--- config.mk ---
export PLATFORM = sky130hd
export DESIGN_NAME = seq_register_writeback
export DESIGN_NICKNAME = d
export VERILOG_FILES = /design/src/rtl/seq_register_writeback.sv
export SDC_FILE = /design/constraint.sdc
export NUM_CORES = 1
export LEC_CHECK = 0
export ABC_CLOCK_PERIOD_IN_PS = 4900
export CORE_AREA = 2 2 139 127
export DETAILED_ROUTE_END_ITERATION = 6
export DIE_AREA = 0 0 141 129
export PLACE_DENSITY = 0.83
export SETUP_SLACK_MARGIN = 0.05
export SLEW_MARGIN = 15
export SYNTH_ARGS = -nofsm -noshare
export SYNTH_HDL_FRONTEND = slang
export SYNTH_SLANG_ARGS = --single-unit
--- constraint.sdc ---
create_clock -name i_clk -period 4.9 [get_ports i_clk]
set_clock_uncertainty 0.2 [all_clocks]
set_input_delay 0.98 -clock i_clk [delete_from_list [all_inputs] [get_ports i_clk]]
set_output_delay 0.98 -clock i_clk [all_outputs]
set_load 0.005 [all_outputs]
--- src/rtl/seq_register_writeback.sv ---
// Write-back stage register: drives the register-file write port one cycle after execute
// and forwards the two most recent committed writes to the read-stage operands.
module seq_register_writeback #(
    parameter int unsigned DATA_SIZE = 32,
    parameter int unsigned REG_ADDR  = 3
) (
    input  logic                 i_clk,
    input  logic                 i_rst,
    input  logic                 i_sys_halt,
    input  logic                 i_flush,
    input  logic                 i_valid,
    input  logic                 i_write_en,
    input  logic [REG_ADDR-1:0]  i_destination,
    input  logic [DATA_SIZE-1:0] i_result,
    input  logic [15:0]          i_instruction,
    input  logic [REG_ADDR-1:0]  i_src1,
    input  logic [REG_ADDR-1:0]  i_src2,
    input  logic                 i_read_operand1,
    input  logic                 i_read_operand2,
    input  logic [DATA_SIZE-1:0] i_rf_operand1,
    input  logic [DATA_SIZE-1:0] i_rf_operand2,
    output logic                 o_wr_en,
    output logic [REG_ADDR-1:0]  o_wr_addr,
    output logic [DATA_SIZE-1:0] o_wr_data,
    output logic [15:0]          o_instruction,
    output logic [DATA_SIZE-1:0] o_operand1,
    output logic [DATA_SIZE-1:0] o_operand2,
    output logic [1:0]           o_fwd1,
    output logic [1:0]           o_fwd2,
    output logic [15:0]          o_commit_count
);

    localparam int unsigned INSTR_W = 16;
    localparam int unsigned CNT_W   = 16;

    typedef struct packed {
        logic                 wr_en;
        logic [REG_ADDR-1:0]  addr;
        logic [DATA_SIZE-1:0] data;
        logic [INSTR_W-1:0]   instr;
    } wb_entry_t;

    typedef struct packed {
        logic                 wr_en;
        logic [REG_ADDR-1:0]  addr;
        logic [DATA_SIZE-1:0] data;
    } hist_entry_t;

    typedef struct packed {
        logic [1:0]           sel;
        logic [DATA_SIZE-1:0] data;
    } fwd_t;

    wb_entry_t          e0_q, e0_d;
    hist_entry_t        e1_q, e1_d;
    logic [CNT_W-1:0]   cnt_q, cnt_d;
    fwd_t               fwd1, fwd2;

    // Next state: halt freezes everything (even over flush); flush squashes the capture.
    always_comb begin
        e0_d  = e0_q;
        e1_d  = e1_q;
        cnt_d = cnt_q;
        if (!i_sys_halt) begin
            e1_d.wr_en = e0_q.wr_en;
            e1_d.addr  = e0_q.addr;
            e1_d.data  = e0_q.data;
            if (i_flush) begin
                e0_d = '0;
            end else begin
                e0_d.wr_en = i_valid & i_write_en;
                e0_d.addr  = i_destination;
                e0_d.data  = i_result;
                e0_d.instr = i_instruction;
                if (i_valid && i_write_en) begin
                    cnt_d = cnt_q + CNT_W'(1);
                end
            end
        end
    end

    always_ff @(posedge i_clk or posedge i_rst) begin
        if (i_rst) begin
            e0_q  <= '0;
            e1_q  <= '0;
            cnt_q <= '0;
        end else begin
            e0_q  <= e0_d;
            e1_q  <= e1_d;
            cnt_q <= cnt_d;
        end
    end

    // Youngest committed write wins; unused operands always take the register file.
    function automatic fwd_t forward(
        input logic                 rd,
        input logic [REG_ADDR-1:0]  src,
        input logic [DATA_SIZE-1:0] rf,
        input wb_entry_t            e0,
        input hist_entry_t          e1
    );
        fwd_t r;
        r.sel  = 2'd0;
        r.data = rf;
        if (rd) begin
            if (e0.wr_en && (e0.addr == src)) begin
                r.sel  = 2'd1;
                r.data = e0.data;
            end else if (e1.wr_en && (e1.addr == src)) begin
                r.sel  = 2'd2;
                r.data = e1.data;
            end
        end
        return r;
    endfunction

    always_comb begin
        fwd1 = forward(i_read_operand1, i_src1, i_rf_operand1, e0_q, e1_q);
        fwd2 = forward(i_read_operand2, i_src2, i_rf_operand2, e0_q, e1_q);
    end

    assign o_wr_en        = e0_q.wr_en & ~i_sys_halt;
    assign o_wr_addr      = e0_q.addr;
    assign o_wr_data      = e0_q.data;
    assign o_instruction  = e0_q.instr;
    assign o_commit_count = cnt_q;
    assign o_fwd1         = fwd1.sel;
    assign o_operand1     = fwd1.data;
    assign o_fwd2         = fwd2.sel;
    assign o_operand2     = fwd2.data;

endmodule

== Word level (Yosys, flattened, before mapping) ==
Cells that the tools add are included.

* Reductions and logical operators: 6
* Equal/unequal tests: 4
* Add/sub/neg operators: 1
* Multiplexer cells: 7
* Bitwise gates (word level): 4

{| class="wikitable"
|+ Operator list
! operator !! number
|-
| 34-bit 2-to-1 mux || 6
|-
| 52-bit 2-to-1 mux || 1
|-
| 16-bit by 1-bit adder with 16-bit output (second input constant) || 1
|-
| 3-bit equality test || 4
|-
| 1-bit logical AND || 5
|-
| 3-bit AND reduction || 1
|-
| 1-bit AND || 2
|-
| 1-bit inverter || 2
|}

* Logic and storage cells: 30
* Register bits after elaboration: 104
* Input port bits: 129

== Logic depth before layout (Yosys ltp) ==
* Word-level depth: 5
* Depth in mapped cells: 6
* Mapped depth without buffers: 4

== Least setup slack after synthesis ==
No wires, ideal clock.

* Path type: input-to-output
* Start: in i_src1[2]
* End: out o_operand1[10]
* Arrival time: 1.974 ns
* Stages on the path: 5
* Path slack: 1.746 ns
* Path through: xnor2_2 > nand4_1 > a21oi_2 > buf_2 > a2bb2oi_1

* Cells in the longest elaborated chain, start to end: 5
* Elaborated cells between the ends (all ways): 7
* Classes of those cells: 2 x eq/ne; 3 x mux; 2 x reduce/logical

{| class="wikitable"
|+ RTL lines
! element !! line !! text
|-
| start, declared || 16 || <nowiki>input logic [REG_ADDR-1:0] i_src1,</nowiki>
|-
| 3-bit equality test || 109 || <nowiki>end else if (e1.wr_en && (e1.addr == src)) begin</nowiki>
|-
| 1-bit logical AND || 109 ||
|-
| 34-bit 2-to-1 mux || 109 ||
|-
| 34-bit 2-to-1 mux * || 106 || <nowiki>if (e0.wr_en && (e0.addr == src)) begin</nowiki>
|-
| 34-bit 2-to-1 mux * || 105 || <nowiki>if (rd) begin</nowiki>
|-
| end, declared || 26 || <nowiki>output logic [DATA_SIZE-1:0] o_operand1,</nowiki>
|}

Every way passes the cells marked *; elsewhere a longest branch is shown, timed or not.

== Worst setup path in the final report ==
* Start: in i_src1[0]
* End: out o_operand1[20]

Same word-level chain as after synthesis.

==> results by group <==
Pwr
  • Combinational group share of total power: 27.9%
  • Power per cell area: between 200 and 300 nW/um^2
  • Sw power: between 700 and 800 uW
  • Seq pwr share: ~43%
  • LEAKAGE: ~0.0043 uW
  • Net Sw Frac: ~30%
  • Power Internal: between 1500 and 2000 uW
  • Clk pwr share: around 30%
  • Maximum VDD drop: between 0.00015 and 0.0002 V

Critical path
  • Worst-path fanout max: 16
  • Setup CP Type: primary input to output port
  • CP Launch Type: primary input
  • CP Capture Type: output port
  • Reg-to-Reg Start: o_commit_count[4]
  • CP arrival: roughly 3400 ps
  • Crit. Startpoint: i_src1[0]
  • WP data required: ~3700 ps

Final layout
  • Share of layout cells above drive strength 1: around 11%
  • Nets@finish: 920
  • Area Growth Syn to Fin: 44.09%
  • Fillcell total: 1,463
  • ANT cells: 0
  • Final core occ: roughly 56%

Route
  • Final ANT Viol Nets: 0
  • DR WL/cell: 20.47 um
  • Routed vias/inst: 5.572
  • Final WL: between 20,000 and 25,000 um
  • DR iter-0 viols: between 200 and 300
  • Vias: approximately 5,600
  • Pre-Repair DR Iteration Count: 4
  • Residual DRC count: 0

Clock network
  • Reg clk slew, reported paths: 80 ps
  • Worst skew pair latency: roughly 350 ps
  • CTS tree: built
  • Deepest clock path buffer count: 2
  • Resize count post-CTS: 0
  • CTS buffer count: 9
  • Hold-fix buffers, CTS: 0
  • H-tree levels: 3
  • CTS Sinks: around 100
  • # Post-CTS Setup Buffers: 0
  • CTS Root Cell: clkbuf_16

Timing
  • Actual slew at the worst max-slew pin: 888.6 ps
  • RSZ-0062 raised after global routing: no
  • FMAX: between 0.2 and 0.25 GHz
  • Setup TNS Final: 0 ps
  • Number of setup violations in the final report: 0
  • Minimum clock period: between 4000 and 5000 ps
  • Slew HR: between 40% and 50%
  • Hold Vio Cnt, Final: 0
  • Max-slew violations: 0
  • Final Cycle Share: between 90% and 100%

GRT
  • First-pass GRT wire length: 32,050 um
  • GRT Util Overall: 22.59%
  • Antenna violations before repair: 0
  • Pin count of the biggest net entering global routing: 71
  • Global route overflow: 0
  • Vias in the first global route: about 5,700

Synthesis
  • Yosys reg bits: approximately 100
  • Synth Cell Area: 6445 sq um
  • Sequential share of the synthesized area: a little over 40%
  • Number of synthesized flops with an enable pin: 0
  • Synth Flop Type: dfrtp_1
  • Synth Warn #: 0
  • Mean Syn Cell Area: between 10 and 15 sq um
  • Synth async-reset ratio: 100.0%
  • Synth unique cells: 30
  • Mapped Nets: 732
  • Syn Inst Count: approximately 600

Floorplanning
  • Core area: ~17,000 sq um
  • X dimension of the die: 141 um
  • Die ar.: about 18,000 sq um
  • FP Rows: 45
  • IO Count: between 200 and 300
  • Initial Utilization: between 30% and 40%
  • Height of the die: ~130 um

Worst hold path
  • Hold_sp: o_commit_count[15]
  • Hold Crit Class: register to register

Outcome
  • Status: finished clean

Flow run
  • Max-Cap Viols: 0

Placed design
  • Post-DP HPWL: 14,320 um
  • Gp weighted congestion: 0.7739
  • Port Buffers: between 200 and 300
layout make-up:
type	count	area, sq um	share of cell area (%)
Clock buffer	9	225.2	2.425
Clock inverter	7	61.31	0.6602
Inverter	8	32.53	0.3503
Multi-Input combinational cell	379	3268	35.19
Sequential cell	104	2603	28.02
Tap cell	211	264.0	2.843
Timing Repair Buffer	288	2833	30.50
cell usage in the layout (no fill, tap or decap):
master / instances
clkdlybuf4s50_1: 263
dfrtp_1: 104
nand4_1: 71
mux2i_1: 64
a2bb2oi_1: 64
a22o_1: 50
mux2_2: 36
nor2b_1: 33
buf_4: 24
xnor2_1: 13
clkbuf_16: 9
xor2_1: 8
inv_1: 7
nor3_1: 6
nor2_1: 6
xnor2_4: 6
nand2_1: 5
a21oi_4: 2
nor3b_1: 2
a21o_1: 2
nand3_1: 2
inv_6: 2
inv_8: 2
nor4bb_1: 1
nand3_2: 1
or3_1: 1
nor2_4: 1
inv_4: 1
and2_1: 1
nor4_2: 1
nand2b_1: 1
o21ai_0: 1
ha_1: 1
clkinv_2: 1
clkinv_4: 1
clkinvlp_4: 1
buf_12: 1
state kept, by name, indices dropped and copies added, names as in the netlist:
register and cells:
o_wr_addr 3, e0_q 1, e1_q 36, o_instruction 16, o_wr_data 32, o_commit_count 16
stage by stage:
step / area, sq um / power [uW] / hold WS [ps] / cells / setup slack (ps)
after floorplan: 6445 / 1351 / 264.7 / 602 / 987.8
after global routing: 9286 / 2517 / 300.4 / 1006 / 233.2
after global placement: 9000 / 1696 / 256.8 / 990 / 361.2
after CTS: 9286 / 2426 / 281.3 / 1006 / 362.1
after detailed placement: 9000 / 1707 / 257.0 / 990 / 372.9
final: 9286 / 2395 / 273.9 / 1006 / 367.8
Yosys cell counts (5+ instances only):
library cell / count / area, sq um
nand4_1: 71 / 444.2
clkbuf_1: 40 / 150.1
buf_2: 15 / 75.07
buf_4: 53 / 397.9
nor2_1: 7 / 26.28
xnor2_2: 6 / 97.59
inv_1: 8 / 30.03
nor3_1: 6 / 30.03
mux2_2: 36 / 405.4
nor2b_1: 33 / 206.5
xor2_1: 8 / 70.07
xnor2_1: 13 / 113.9
dfrtp_1: 104 / 2603
a22o_1: 50 / 437.9
mux2i_1: 64 / 640.6
nand2_1: 5 / 18.77
a2bb2oi_1: 64 / 560.5
worst max-delay path, cell delays in order:
cell and delay, ps:
clkdlybuf4s50_1 610, xnor2_1 170, nand4_1 190, buf_4 240
a21oi_4 160, buf_4 270, a2bb2oi_1 200, clkdlybuf4s50_1 530
path summary, 6_finish.rpt:
kind	end	slack, ps	cells after the start
min	o_commit_count[15]	270	1
min reg2reg	o_commit_count[15]	270	1
max reg2reg	o_commit_count[15]	3100	4
min in group asynchronous	o_instruction[9]	980	2
max	o_operand1[20]	370	8
max in group asynchronous	e1_q[16]	2690	3
kinds of logic (layout without fill, tap and decap cells):
group / Yosys count / count (layout) / share of synthesized area, %
flops: 104 / 104 / 40.38
simple gates: 132 / 132 / 12.44
compound gates: 119 / 119 / 16.07
xor+xnor: 27 / 27 / 4.368
mux: 100 / 100 / 16.23
fa+ha+maj: 1 / 1 / 0.1941
buf+inv: 119 / 312 / 10.31
power by group through the flow:
stage	logic, uW	registers, uW	clock network, uW
floorplan	340	1010	0
global placement	662	1030	0
detailed placement	670	1040	0
CTS	673	1020	732
global route	715	1040	767
finish	669	1020	704
per-layer routing:
metal | global-route usage [%] | vias to the layer above | wire length (um)
li1 | - | 2581 | -
met1 | 27.44 | 2732 | 8391
met2 | 38.65 | 260 | 9983
met3 | 6.550 | 32 | 1625
met4 | 8.000 | 0 | 588
met5 | 0 | - | 0
No activity file was read; power rests on OpenSTA's default activity.
